**config.mk**
```make
export PLATFORM = sky130hd
export DESIGN_NAME = mul_share_arbiter
export DESIGN_NICKNAME = d
export VERILOG_FILES = /design/src/rtl/mul_share_arbiter.sv
export SDC_FILE = /design/constraint.sdc
export NUM_CORES = 1
export LEC_CHECK = 0
export ABC_AREA = 1
export CORE_AREA = 2 2 188 190
export DETAILED_ROUTE_END_ITERATION = 7
export DIE_AREA = 0 0 190 192
export HOLD_SLACK_MARGIN = 0.1
export PLACE_DENSITY = 0.42
export SKIP_LAST_GASP = 1
export SLEW_MARGIN = 30
export SYNTH_ARGS = -nofsm -noshare
export SYNTH_HDL_FRONTEND = slang
export SYNTH_SLANG_ARGS = --single-unit
```
**constraint.sdc**
```tcl
create_clock -name clock -period 2.88 [get_ports clock]
set_input_delay 0.432 -clock clock [delete_from_list [all_inputs] [get_ports clock]]
set_output_delay 0.432 -clock clock [all_outputs]
set_load 0.1 [all_outputs]
```
**src/rtl/mul_share_arbiter.sv**
```systemverilog
// ---------------------------------------------------------------------------
// mul_share_arbiter
//   Lets NREQ requesters share one pipelined 32x32->64 Multiplier.
//   Requests are issued round-robin. Results come back from the Multiplier
//   in issue order. An in-order tag FIFO records which requester owns each
//   in-flight op, so each result is routed back to the requester that issued
//   it. Both the issue path and the return path are combinational, so the
//   arbiter adds no latency.
//
//   Optional feature: define MUL_SHARE_ARB_PRIO_EN to give requester 0 strict
//   priority. The remaining requesters are then served round-robin.
//
// Ports
//   clock, reset_n          clock / asynchronous active-low reset
//   req_valid/ready         per-requester issue handshake
//   req_op1/op2             packed operands, requester i at [32i+31:32i]
//   resp_valid/ready        per-requester result handshake
//   resp_res                shared result bus (qualify with resp_valid)
//   flush                   abort all in-flight ops
//   mul_*                   Multiplier enq/deq/flush interface
//   inflight                tag FIFO occupancy
//   err                     sticky: Multiplier returned a result nobody owns
// ---------------------------------------------------------------------------
module mul_share_arbiter #(
    parameter int NREQ        = 4,
    parameter int OUTSTANDING = 4
) (
    input  logic                           clock,
    input  logic                           reset_n,
    input  logic [NREQ-1:0]                req_valid,
    output logic [NREQ-1:0]                req_ready,
    input  logic [NREQ*32-1:0]             req_op1,
    input  logic [NREQ*32-1:0]             req_op2,
    output logic [NREQ-1:0]                resp_valid,
    input  logic [NREQ-1:0]                resp_ready,
    output logic [63:0]                    resp_res,
    input  logic                           flush,
    output logic                           mul_enq_valid,
    input  logic                           mul_enq_ready,
    output logic [31:0]                    mul_op1,
    output logic [31:0]                    mul_op2,
    input  logic                           mul_deq_valid,
    output logic                           mul_deq_ready,
    input  logic [63:0]                    mul_res,
    output logic                           mul_flush,
    output logic [$clog2(OUTSTANDING):0]   inflight,
    output logic                           err
);
    localparam int AW = $clog2(OUTSTANDING);
    localparam int PW = $clog2(NREQ);

    logic [PW-1:0] r_rr_ptr;
    logic [AW:0]   r_wptr;
    logic [AW:0]   r_rptr;
    logic [PW-1:0] r_tags [OUTSTANDING];
    logic          r_err;

    logic [PW-1:0] w_grant;
    logic          w_any;
    logic [AW:0]   w_count;
    logic          w_empty;
    logic          w_full;
    logic          w_can_issue;
    logic          w_push;
    logic          w_pop;
    logic [PW-1:0] w_head;

    // Circular first-valid search starting at r_rr_ptr.
    always_comb begin
        int v_idx;
        v_idx   = 0;
        w_grant = '0;
        w_any   = 1'b0;
`ifdef MUL_SHARE_ARB_PRIO_EN
        if (req_valid[0]) begin
            w_any = 1'b1;
        end else begin
            for (int k = 0; k < NREQ; k++) begin
                v_idx = int'(r_rr_ptr) + k;
                if (v_idx >= NREQ) v_idx = v_idx - NREQ;
                // requester 0 is excluded from the rotation
                if (!w_any && v_idx != 0 && req_valid[v_idx]) begin
                    w_any   = 1'b1;
                    w_grant = PW'(v_idx);
                end
            end
        end
`else
        for (int k = 0; k < NREQ; k++) begin
            v_idx = int'(r_rr_ptr) + k;
            if (v_idx >= NREQ) v_idx = v_idx - NREQ;
            if (!w_any && req_valid[v_idx]) begin
                w_any   = 1'b1;
                w_grant = PW'(v_idx);
            end
        end
`endif
    end

    // The extra pointer bit separates full from empty when the indices match.
    assign w_count     = r_wptr - r_rptr;
    assign w_empty     = (r_wptr == r_rptr);
    // Full uses the registered count, so a pop in the same cycle does not
    // make room for a push until the next cycle.
    assign w_full      = (w_count == (AW+1)'(OUTSTANDING));
    assign w_can_issue = w_any & ~w_full & ~flush;
    assign w_push      = w_can_issue & mul_enq_ready;
    assign w_head      = r_tags[r_rptr[AW-1:0]];

    assign mul_enq_valid = w_can_issue;
    assign mul_op1       = w_any ? req_op1[{w_grant, 5'd0} +: 32] : '0;
    assign mul_op2       = w_any ? req_op2[{w_grant, 5'd0} +: 32] : '0;

    always_comb begin
        req_ready          = '0;
        req_ready[w_grant] = w_push;
    end

    // During a flush, stale Multiplier results are drained silently.
    always_comb begin
        resp_valid         = '0;
        resp_valid[w_head] = mul_deq_valid & ~w_empty & ~flush;
    end

    assign mul_deq_ready = flush | (~w_empty & resp_ready[w_head]);
    assign w_pop         = mul_deq_valid & mul_deq_ready & ~w_empty & ~flush;

    assign resp_res  = mul_res;
    assign mul_flush = flush;
    assign inflight  = w_count;
    assign err       = r_err;

    always_ff @(posedge clock or negedge reset_n) begin
        if (!reset_n) begin
            r_wptr   <= '0;
            r_rptr   <= '0;
            r_rr_ptr <= '0;
        end else if (flush) begin
            r_rptr <= r_wptr;
        end else begin
            if (w_push) begin
                r_wptr <= r_wptr + (AW+1)'(1);
`ifdef MUL_SHARE_ARB_PRIO_EN
                if (w_grant != '0)
`endif
                    r_rr_ptr <= (w_grant == PW'(NREQ-1)) ? '0 : w_grant + PW'(1);
            end
            if (w_pop) r_rptr <= r_rptr + (AW+1)'(1);
        end
    end

    always_ff @(posedge clock or negedge reset_n) begin
        if (!reset_n) begin
            for (int i = 0; i < OUTSTANDING; i++) r_tags[i] <= '0;
        end else if (w_push) begin
            r_tags[r_wptr[AW-1:0]] <= w_grant;
        end
    end

    // A result arriving with no owner means the Multiplier and the tag FIFO
    // have lost sync.
    always_ff @(posedge clock or negedge reset_n) begin
        if (!reset_n)                                 r_err <= 1'b0;
        else if (mul_deq_valid & w_empty & ~flush)    r_err <= 1'b1;
    end

endmodule

```
==> results of run 1 <==
[area by class of cell]
class | instances | area (um2) | area share
tap | 455 | 569 | 0.0505
inverter | 155 | 594 | 0.0527
timing repair buffer | 458 | 5710 | 0.507
sequential | 17 | 430 | 0.0382
multi-input combinational | 662 | 3890 | 0.345
clock buffer | 4 | 78.8 | 0.00699
[kinds of logic after synthesis]
| kind of cell | synth area share |
|---|---|
| simple gates | 0.503 |
| buf+inv | 0.296 |
| compound gates | 0.0858 |
| flops | 0.0874 |
| fa+ha+maj | 0.0247 |
| xor+xnor | 0.00360 |
[cell usage in the layout (no fill, tap or decap), types with 8 or more instances in the layout]
cell	netlist	final
buf_12	0	106
a21oi_2	0	37
o21ai_0	12	12
buf_6	7	9
nand2_4	0	10
clkdlybuf4s50_1	0	263
nand2_2	4	42
nand2_1	331	283
a21oi_4	0	28
nand3_2	2	26
nand3_1	215	187
clkbuf_16	0	10
dfrtp_1	17	13
inv_1	149	144
inv_2	6	8
buf_4	76	60
[routing by layer]
| metal | share of wire | wire length, um |
|---|---|---|
| met1 | 0.41 | 11800 |
| met2 | 0.50 | 14500 |
| met3 | 0.082 | 2370 |
| met4 | 0.012 | 350 |
| met5 | 0 | 0 |
[repair_timing]
| item | 4_1_cts | 5_1_grt |
|---|---|---|
| endpoints found under the setup margin | 68 | 68 |
| gates cloned | 5 | 7 |
| gates resized for setup | 52 | 92 |
| pin swaps | 23 | 44 |
| setup buffers | 18 | 20 |
[registers in the layout (all words and copies together) (netlist names)]
signal and flops:
r_wptr 3, err 1, r_tags 8, r_rptr 3, r_rr_ptr 2
[synthesized netlist by cell type (all sizes together)]
master / instances
o21ai: 16
clkbuf: 13
xor2: 1
fa: 1
buf: 117
nand3: 217
nand2: 335
nand4: 2
o21bai: 1
nor3: 7
ha: 8
xnor2: 1
inv: 155
dfrtp: 17
or2: 1
nor2: 6
a21oi: 66
[path summary, 6_finish.rpt]
kind / start / endpoint / slack (ns) / cells past startpoint
setup / recovery: r_rr_ptr[0]$_DFFE_PN0P_ / mul_op1[16] / -0.13 / 15
hold / removal: reset_n / err$_DFFE_PN0P_ / 0.11 / 1
setup reg to reg: r_wptr[0]$_DFFE_PN0P_ / r_tags[4]$_DFFE_PN0P_ / 0.51 / 13
hold reg to reg: err$_DFFE_PN0P_ / err$_DFFE_PN0P_ / 0.49 / 1
max in group asynchronous: reset_n / r_rr_ptr[1]$_DFFE_PN0P_ / 2.45 / 1
min in group clock: err$_DFFE_PN0P_ / err$_DFFE_PN0P_ / 0.49 / 1
[per-stage QoR]
| stage | utilization | setup slack [ns] | instance area, um2 | cells |
|---|---|---|---|---|
| final | 0.329 | -0.126 | 11300 | 1751 |
| after global routing | 0.329 | -0.274 | 11300 | 1751 |
| after CTS | 0.308 | -0.159 | 10500 | 1725 |
| after detailed placement | 0.293 | -0.246 | 10000 | 1698 |
| after global placement | 0.293 | -0.225 | 10000 | 1698 |
| after floorplan | - | -0.636 | 5300 | 964 |
==> results.md, run 1 <==
* Outcome: complete, but fails checks
* Failing checks: setup timing
* CORE AREA at 34300 um2
* Final setup fails at 65
* Synth Register Bits at 17
* Vias in the first global route at 7121
* Slew Limit Headroom at 0.715
* Num rows at 68
* Worst-Skew Late Latency at 0.25 ns
* H-tree Lvls at 1
* Total grt overflow at 0
* Root Buffer: clkbuf_16
* I/O Buffers at 347
* Clock Tree Buf Depth at 2
* Area contributors post-synth: nand2_1, nand3_1, buf_4
* WHS at 0.106 ns
* RSZ-0062 raised after global routing: true
* Max-cap viol count at 0
* CTS tree: done
* Clock skew at 0.00511 ns
* Tcrit/Tclk final at 1.04
* Die area at 36500 um2
* Cell area after synthesis at 4870 um2
* Fillers at 3716
* Most used cell, CP: nand2_2
* Post-route ant nets at 0
* Hold crit path type: in -> async
* Fraction of layout cells with a size suffix above 1 at 0.285
* Antenna violations before repair at 0
* YS warnings at 0
* Met1 global-route usage at 0.175
* DP HPWL at 21600 um
* Top-area cell type share of the netlist area at 0.255
* Mean post-synth cell area at 5.05 um2
* Post-CTS Hold Buffers at 0
* Fin nets at 1639
* Max-slew violation count at 0
* Io pins at 476
* Worst path slowest cell: dfrtp_2
* Area leader, netlist: nand2_1
* First-pass GRT wire length at 41400 um
* Mapped Nets at 1306
* ANT cells at 0
* Crit-path cells: buf_6, nand2_2, nand2_2, nand2_2, nand2_2, nor2_4, buf_4, nand4_1, nand3_4, buf_12, buf_16, buf_4, nand3_2, a21oi_4, buf_12
* Final Hold Viols at 0
* DR iter-0 viols at 190
* Synth cell types at 25
* Drt wl/cell at 16.5 um
* WP buf/inv at 6
* Initial Util at 0.142
* Residual DRC at 0
* Via count at 7125
* Worst Slack Setup Final at -0.126 ns
* Pre-antenna DRT Iters at 4
* Final setup TNS at -3.98 ns
* Slowest stage delay, CP at 0.45 ns
* Critical path class: reg -> out
* Synthesized instance count at 964
* Die Y at 192 um
* Vias per cell at 4.07
* Worst slew pin tran at 0.427 ns
* Met3 usage at 0.0439
* Routed wire length at 29000 um
* Syn-to-layout area delta at 132%
* GR Util All Layers at 0.145
* Num CTS Buffers at 3
* Fin crit period at 3.01 ns
* CTS Sinks at 17
* Sequential fraction of the synthesis area at 0.0874
* Delay-heaviest family, CP: buffers and inverters
* Worst path required time at 2.45 ns
* CTS clk-pin slew, worst paths at 0.06 ns
* GRT busiest layer: met2
* Critical Path Source Type: flip-flop
* Worst EP arrival at 2.57 ns
* RePlAce Congestion at 0.801
* Max Fclk at 0.333 GHz
* Max Fanout on Critical Path at 8
* Crit end category: primary output
* Largest net degree at the start of global routing at 48
* Met2 GRT Util at 0.258
* Die X-Extent at 190 um
Power of run 1 is not shown: default switching activity piles up to over one toggle a cycle in this logic, so the estimate is an artifact.
==> inputs of run 2 (changes only) <==
--- a/config.mk
+++ b/config.mk
@@ -5,12 +5,12 @@
 export SDC_FILE = /design/constraint.sdc
 export NUM_CORES = 1
 export LEC_CHECK = 0
-export ABC_AREA = 1
-export CORE_AREA = 2 2 188 190
+export ABC_AREA = 0
+export CORE_AREA = 2 2 186 188
 export DETAILED_ROUTE_END_ITERATION = 7
-export DIE_AREA = 0 0 190 192
+export DIE_AREA = 0 0 188 190
 export HOLD_SLACK_MARGIN = 0.1
-export PLACE_DENSITY = 0.42
+export PLACE_DENSITY = 0.41
 export SKIP_LAST_GASP = 1
 export SLEW_MARGIN = 30
 export SYNTH_ARGS = -nofsm -noshare
==> constraint.sdc (replaced) <==
create_clock -name clock -period 2.88 [get_ports clock]
set_input_delay 0.288 -clock clock [delete_from_list [all_inputs] [get_ports clock]]
set_output_delay 0.288 -clock clock [all_outputs]
set_load 0.1 [all_outputs]
==> run 2 against run 1 <==
Net effect: the run now ends clean; synthesized cell count shrank 50%; sequential share of layout area grew 0.56 points; register-to-register slack lost 0.13 ns; critical endpoint is now mul_op2[7]; global-route usage shrank 2.5 points; first-iteration DRC count shrank 39%; critical path type is now in -> out; critical path depth shrank 7; largest cell class unchanged; via count shrank 30%.
==> results.md, run 2 <==
* Logic pwr share at 0.937
* GR Util All Layers at 0.120 (-0.0254)
* Worst-Skew Late Latency at 0.25 ns (about the same)
* Drt wl/cell at 18.9 um (+14%)
* Critical Path Source Type: primary input
* ANT cells at 0 (unchanged)
* Die area at 35700 um2 (-2.1%)
* WP buf/inv at 3 (-3)
* Syn-to-layout area delta at 139%
* Final setup fails at 0 (-100%)
* Outcome: finished clean
* Largest net degree at the start of global routing at 82 (+71%)
* Internal power at 4.70 mW
* Area leader, netlist: a211oi_1
* Final setup TNS at 0 ns (+3.98 ns)
* Worst slew pin tran at 0.807 ns (+0.380 ns)
* Num rows at 68 (unchanged)
* Fin crit period at 2.77 ns (-0.236 ns)
* Post-synth EDFFs at 0 (unchanged)
* Initial Util at 0.120 (-0.0216)
* Via count at 4972 (-30%)
* Top_reg_cell synth: dfrtp_1
* Top-area cell type share of the netlist area at 0.237 (-0.0182)
* Design Power at 11.7 mW
* DR iter-0 viols at 115 (-39%)
* Sequential fraction of the synthesis area at 0.104 (+0.0167)
* Root Buffer: clkbuf_16
* RePlAce Congestion at 0.733 (-8.5%)
* Mapped Nets at 828 (-37%)
* Routed wire length at 23000 um (-20%)
* Crit-path cells: clkdlybuf4s50_1, nand2b_1, a21o_2, buf_12, and4_1, a211oi_1, a211oi_4, buf_12
* Most used cell, CP: buf_12
* Worst path slowest cell: clkdlybuf4s50_1
* Crit end category: primary output
* Sw Ratio at 0.600
* H-tree Lvls at 1 (unchanged)
* Critical path class: in -> out
* Io pins at 476 (unchanged)
* Final Hold Viols at 0 (unchanged)
* Static Leak at 3.72 nW
* Total grt overflow at 0 (unchanged)
* Worst Slack Setup Final at 0.111 ns (+0.236 ns)
* Flop pwr share at 0.039
* Max Fclk at 0.361 GHz (+8.5%)
* Switching pwr at 7.04 mW
* Worst EP arrival at 2.48 ns (-0.09 ns)
* Hold crit path type: reg -> reg
* Cell area after synthesis at 4090 um2 (-16%)
* Largest register FFs at 8 (unchanged)
* Max-cap viol count at 0 (unchanged)
* Fin nets at 1107 (-32%)
* Mean post-synth cell area at 8.41 um2 (+66%)
* Most frequent cells in the layout: clkdlybuf4s50_1, buf_12, mux2i_1, and4_1, a211oi_4
* First-pass GRT wire length at 33500 um (-19%)
* Clock power share at 0.024
* Vias per cell at 4.08 (+0.24%)
* Max-slew violation count at 0 (unchanged)
* I/O Buffers at 347 (unchanged)
* Synth Register Bits at 17 (unchanged)
* CTS clk-pin slew, worst paths at 0.05 ns (about the same)
* Residual DRC at 0 (unchanged)
* Most frequent cell after synthesis: a211oi_1
* Num CTS Buffers at 3 (unchanged)
* Largest regs: r_tags x8, r_rptr x3, r_wptr x3
* Tcrit/Tclk final at 0.962 (-0.0821)
* Worst path required time at 2.59 ns (+0.14 ns)
* Synthesized instance count at 486 (-50%)
* Slowest stage delay, CP at 0.56 ns (+0.11 ns)
* CTS Sinks at 17 (unchanged)
* Antenna violations before repair at 1 (+1)
* Die Y at 190 um (-1.0%)
* Vias in the first global route at 5363 (-25%)
* RSZ-0062 raised after global routing: true
* Die X-Extent at 188 um (-1.1%)
* Pre-antenna DRT Iters at 4 (unchanged)
* Fraction of layout cells with a size suffix above 1 at 0.332 (+0.0477)
* Clock Tree Buf Depth at 2 (unchanged)
* Commonest non-fill, non-tap cell in the layout: clkdlybuf4s50_1
* Delay-heaviest family, CP: buffers and inverters
* Maximum vdd drop at 0.000751 V
* CTS tree: done
* Most flops, register: r_tags
* Non-Filler Instances at 1219 (-30%)
* Synth cell types at 37 (+48%)
* Max Fanout on Critical Path at 44 (+36)
* DP HPWL at 18400 um (-14%)
* Post-route ant nets at 0 (unchanged)
* Clock skew at 0.00280 ns (-0.00232 ns)
* Dpl cells at 1210 (-29%)
* Area contributors post-synth: a211oi_1, mux2i_1, and4_1
* Slew Limit Headroom at 0.460 (-0.255)
* YS warnings at 0 (unchanged)
* Async set or reset register ratio after synthesis at 1.00 (unchanged)
* Cell Pwr Density at 1200 nW/um2
* CORE AREA at 33900 um2 (-0.99%)
* Commonest cells in the netlist: a211oi_1, mux2i_1, and4_1, buf_4, clkbuf_1
* Setup Slack @ Placement at -0.0421 ns (+0.204 ns)
* Fillers at 3514 (-5.4%)
==> run 2: path summary, 6_finish.rpt <==
| path | from | to | slack, ns | depth (start not counted) |
|---|---|---|---|---|
| hold reg to reg | err$_DFFE_PN0P_ | err$_DFFE_PN0P_ | 0.47 | 2 |
| setup reg to reg | r_wptr[0]$_DFFE_PN0P_ | r_tags[0]$_DFFE_PN0P_ | 0.38 | 9 |
| min in group asynchronous | reset_n | r_rptr[1]$_DFFE_PN0P_ | 0.51 | 1 |
| max in group asynchronous | reset_n | r_rptr[0]$_DFFE_PN0P_ | 1.82 | 1 |
| hold / removal | err$_DFFE_PN0P_ | err$_DFFE_PN0P_ | 0.47 | 2 |
| setup / recovery | req_valid[2] | mul_op2[7] | 0.11 | 8 |
==> run 2: kinds of logic after synthesis <==
| group | Yosys count | synth area share |
|---|---|---|
| AOI/OAI and AO/OA | 144 | 0.268 |
| buffers and inverters | 132 | 0.187 |
| and+or+nand+nor | 101 | 0.189 |
| muxes | 79 | 0.210 |
| DFF | 17 | 0.104 |
| adders and majority gates | 9 | 0.0294 |
| xor gates and xnor gates | 4 | 0.0126 |
==> run 2: per-stage QoR <==
step	cell area [um2]	utilization	hold WS [ns]
after floorplan	4960	-	-0.00759
final	9750	0.287	0.474
after global routing	9750	0.287	0.496
after global placement	9510	0.280	0.453
after CTS	9600	0.283	0.479
after detailed placement	9510	0.280	0.465
==> run 2: layout make-up <==
cell class              count  area [um2]  share of cell area
multi-input cells         337        3900               0.400
repair buffers            397        4740               0.486
well taps                 455         569              0.0584
flip-flops and latches     17         427              0.0438
inverters                   9        33.8             0.00346
clock buffers               3        75.1             0.00770
clock inverters             1        5.00            0.000513
==> run 2: timing repair <==
item | 4_1_cts | 5_1_grt
hold buffers | 0 | 0
endpoints found under the setup margin | 9 | 53
gates cloned | 0 | 1
gates resized for setup | 2 | 25
pin swaps | 0 | 5
buffers inserted | 1 | 3
==> run 2: metal layers <==
metal	wire, um	up-vias	share of wire	track usage
met3	1750	20	0.076	0.0310
li1	-	2349	-	-
met5	7	-	0.00030	0
met4	319	2	0.014	0.0242
met1	9870	2373	0.43	0.155
met2	11100	228	0.48	0.200
==> run 2: power groups by stage <==
stage,logic [mW],clock network [mW],registers (mW)
finish,11.0,0.280,0.456
CTS,11.0,0.285,0.464
global route,11.5,0.298,0.475
global placement,10.9,0,0.468
floorplan,7.68,0,0.435
detailed placement,10.9,0,0.468
==> run 2: tightest hold or removal path: stages (launching register included) <==
cell and delay [ns]:
dfrtp_1 0.35, inv_1 0.04, o31ai_1 0.05
No activity file was read; power rests on OpenSTA's default activity.
==> inputs of run 3 (changes only) <==
--- a/config.mk
+++ b/config.mk
@@ -6,11 +6,14 @@
 export NUM_CORES = 1
 export LEC_CHECK = 0
 export ABC_AREA = 0
-export CORE_AREA = 2 2 186 188
+export ABC_CLOCK_PERIOD_IN_PS = 2880
+export CELL_PAD_IN_SITES_DETAIL_PLACEMENT = 1
+export CELL_PAD_IN_SITES_GLOBAL_PLACEMENT = 1
+export CORE_AREA = 2 2 183 185
 export DETAILED_ROUTE_END_ITERATION = 7
-export DIE_AREA = 0 0 188 190
+export DIE_AREA = 0 0 185 187
 export HOLD_SLACK_MARGIN = 0.1
-export PLACE_DENSITY = 0.41
+export PLACE_DENSITY = 0.61
 export SKIP_LAST_GASP = 1
 export SLEW_MARGIN = 30
 export SYNTH_ARGS = -nofsm -noshare
==> run 3 against run 2 <==
Net effect: clock skew shrank 0.0019 ns; via count grew 1.9%; sequential share of layout area is essentially flat; global-route usage grew 0.31 points; total power shrank 0.20%; utilization grew 0.90 points; sequential power grew 4.6%; critical path type is now reg -> out; largest power group unchanged.
==> results.md, run 3 (synthesized netlist as in run 2, its figures left out) <==
* Final setup fails at 0 (unchanged)
* Fillers at 3653 (+4.0%)
* Logic pwr share at 0.936 (about the same)
* Largest net degree at the start of global routing at 42 (-49%)
* Internal power at 4.74 mW (+0.79%)
* Max-slew violation count at 0 (unchanged)
* Max-cap viol count at 0 (unchanged)
* GR Util All Layers at 0.123 (+0.00306)
* Worst slew pin tran at 0.806 ns (-0.00105 ns)
* I/O Buffers at 347 (unchanged)
* Cell Pwr Density at 1200 nW/um2 (about the same)
* Syn-to-layout area delta at 138%
* Final setup TNS at 0 ns (unchanged)
* Largest register FFs at 8 (unchanged)
* Critical path class: reg -> out
* Crit end category: primary output
* Num CTS Buffers at 3 (unchanged)
* Static Leak at 3.75 nW (+0.82%)
* Fin crit period at 2.78 ns (+0.00965 ns)
* CORE AREA at 32900 um2 (-3.2%)
* CTS Sinks at 17 (unchanged)
* Worst-Skew Late Latency at 0.25 ns (about the same)
* Setup Slack @ Placement at 0.0571 ns (+0.0992 ns)
* Critical Path Source Type: flip-flop
* CTS tree: done
* Fin nets at 1112 (+0.45%)
* Clock power share at 0.024 (about the same)
* Cell area after layout at 9730 um2 (-0.17%)
* DP HPWL at 18800 um (+1.8%)
* Residual DRC at 0 (unchanged)
* Outcome: finished clean
* First-pass GRT wire length at 33100 um (-1.0%)
* Worst Slack Setup Final at 0.101 ns (-0.00965 ns)
* Post-DP Area at 9610 um2 (+1.1%)
* Drt wl/cell at 18.2 um (-3.8%)
* RSZ-0062 raised after global routing: true
* Most flops, register: r_tags
* Worst EP arrival at 2.49 ns (about the same)
* Initial Util at 0.124 (+0.00398)
* Vias in the first global route at 5561 (+3.7%)
* Fraction of layout cells with a size suffix above 1 at 0.316 (-0.0165)
* Switching pwr at 6.98 mW (-0.86%)
* CTS clk-pin slew, worst paths at 0.05 ns (about the same)
* Largest regs: r_tags x8, r_rptr x3, r_wptr x3
* Final Hold Viols at 0 (unchanged)
* Clock Tree Buf Depth at 2 (unchanged)
* Area of the multi-input gates at 3830 um2 (-1.9%)
* Max Fanout on Critical Path at 5 (-89%)
* Routed wire length at 22100 um (-4.0%)
* Most frequent cells in the layout: clkdlybuf4s50_1, buf_12, mux2i_1, and4_1, a211oi_4
* Num rows at 67 (-1.5%)
* Post-CTS Hold Buffers at 0 (unchanged)
* Antenna violations before repair at 0 (-1)
* DR iter-0 viols at 132 (+15%)
* Slew Limit Headroom at 0.461 (+0.000705)
* ANT cells at 0 (unchanged)
* Tcrit/Tclk final at 0.965 (+0.00335)
* Maximum vdd drop at 0.000880 V (+17%)
* Die Y at 187 um (-1.6%)
* H-tree Lvls at 1 (unchanged)
* Vias per cell at 4.16 (+2.0%)
* Max Fclk at 0.360 GHz (-0.35%)
* Root Buffer: clkbuf_16
* Hold path depth at 2 (unchanged)
* Sequential Area at 427 um2 (unchanged)
* Total grt overflow at 0 (unchanged)
* Hold crit path type: reg -> reg
* Clock skew at 0.000856 ns (-0.00194 ns)
* Flop pwr share at 0.041 (+0.002)
* Sw Ratio at 0.596 (-0.00398)
* Worst R2R Path Depth at 10 (+1)
* Post-route ant nets at 0 (unchanged)
* Die X-Extent at 185 um (-1.6%)
* RePlAce Congestion at 0.785 (+7.2%)
* Commonest non-fill, non-tap cell in the layout: clkdlybuf4s50_1
* Io pins at 476 (unchanged)
* Die area at 34600 um2 (-3.1%)
* Pre-antenna DRT Iters at 4 (unchanged)
* Via count at 5064 (+1.9%)
* Worst path required time at 2.59 ns (about the same)
==> run 3: cell count changes in the layout (fill, tap and decap cells not counted) <==
cell	delta
clkbuf_8	-1
mux2i_2	-2
buf_6	-3
a211oi_1	+14
nand2_2	-1
buf_12	+5
mux2i_1	+2
buf_4	+5
a211oi_2	-14
nand2_4	+1
clkbuf_16	-1
==> run 3: repair_timing <==
action                     CTS  global route
resized for setup            0             6
buffers inserted             0             2
hold endpoints to repair     0             0
setup endpoints to repair    0             8
==> run 3: path summary, 6_finish.rpt <==
check	start	to	slack [ns]
worst min-delay path	err$_DFFE_PN0P_	err$_DFFE_PN0P_	0.47
max in group asynchronous	reset_n	r_rptr[0]$_DFFE_PN0P_	1.81
worst min register to register	err$_DFFE_PN0P_	err$_DFFE_PN0P_	0.47
worst max-delay path	r_wptr[0]$_DFFE_PN0P_	req_ready[2]	0.10
min in group asynchronous	reset_n	err$_DFFE_PN0P_	0.51
worst max register to register	r_wptr[0]$_DFFE_PN0P_	r_tags[7]$_DFFE_PN0P_	0.24
==> run 3: layer usage <==
layer / wire, um / up-vias / part of all wire / GRT usage
li1: - / 2359 / - / -
met1: 8670 / 2460 / 0.39 / 0.144
met2: 11600 / 217 / 0.52 / 0.227
met3: 1610 / 28 / 0.073 / 0.0282
met4: 284 / 0 / 0.013 / 0.0211
met5: 0 / - / 0 / 0
==> run 3: cell type report <==
cell class,instances,share of cell area
Clock inverter,1,0.000514
Multi-Input combinational cell,337,0.394
Inverter,9,0.00347
Tap cell,448,0.0576
Timing Repair Buffer,402,0.493
Clock buffer,3,0.00771
Sequential cell,17,0.0438
==> run 3: stage by stage <==
stage          hold WS [ns]  total power [mW]  utilization  instances
3_5_place_dp          0.457              11.5        0.292       1211
3_3_place_gp          0.452              11.4        0.292       1211
4_1_cts               0.472              11.8        0.295       1215
5_1_grt               0.528              12.2        0.296       1217
6_report              0.467              11.7        0.296       1217
2_1_floorplan      -0.00759              8.11            -        486
==> run 3: worst max-delay path: stages, from the launching register on <==
cell,delay [ns]
dfrtp_1,0.39
inv_2,0.11
ha_4,0.17
fa_2,0.32
xor3_4,0.34
a311oi_4,0.32
and2_4,0.23
and3_4,0.20
buf_12,0.17
==> run 3: power by group through the flow <==
stage	Combinational (mW)	Clock (mW)	Sequential, mW
2_1_floorplan	7.68	0	0.435
3_3_place_gp	11.0	0	0.474
6_report	11.0	0.276	0.477
4_1_cts	11.0	0.284	0.479
5_1_grt	11.4	0.298	0.498
3_5_place_dp	11.0	0	0.483
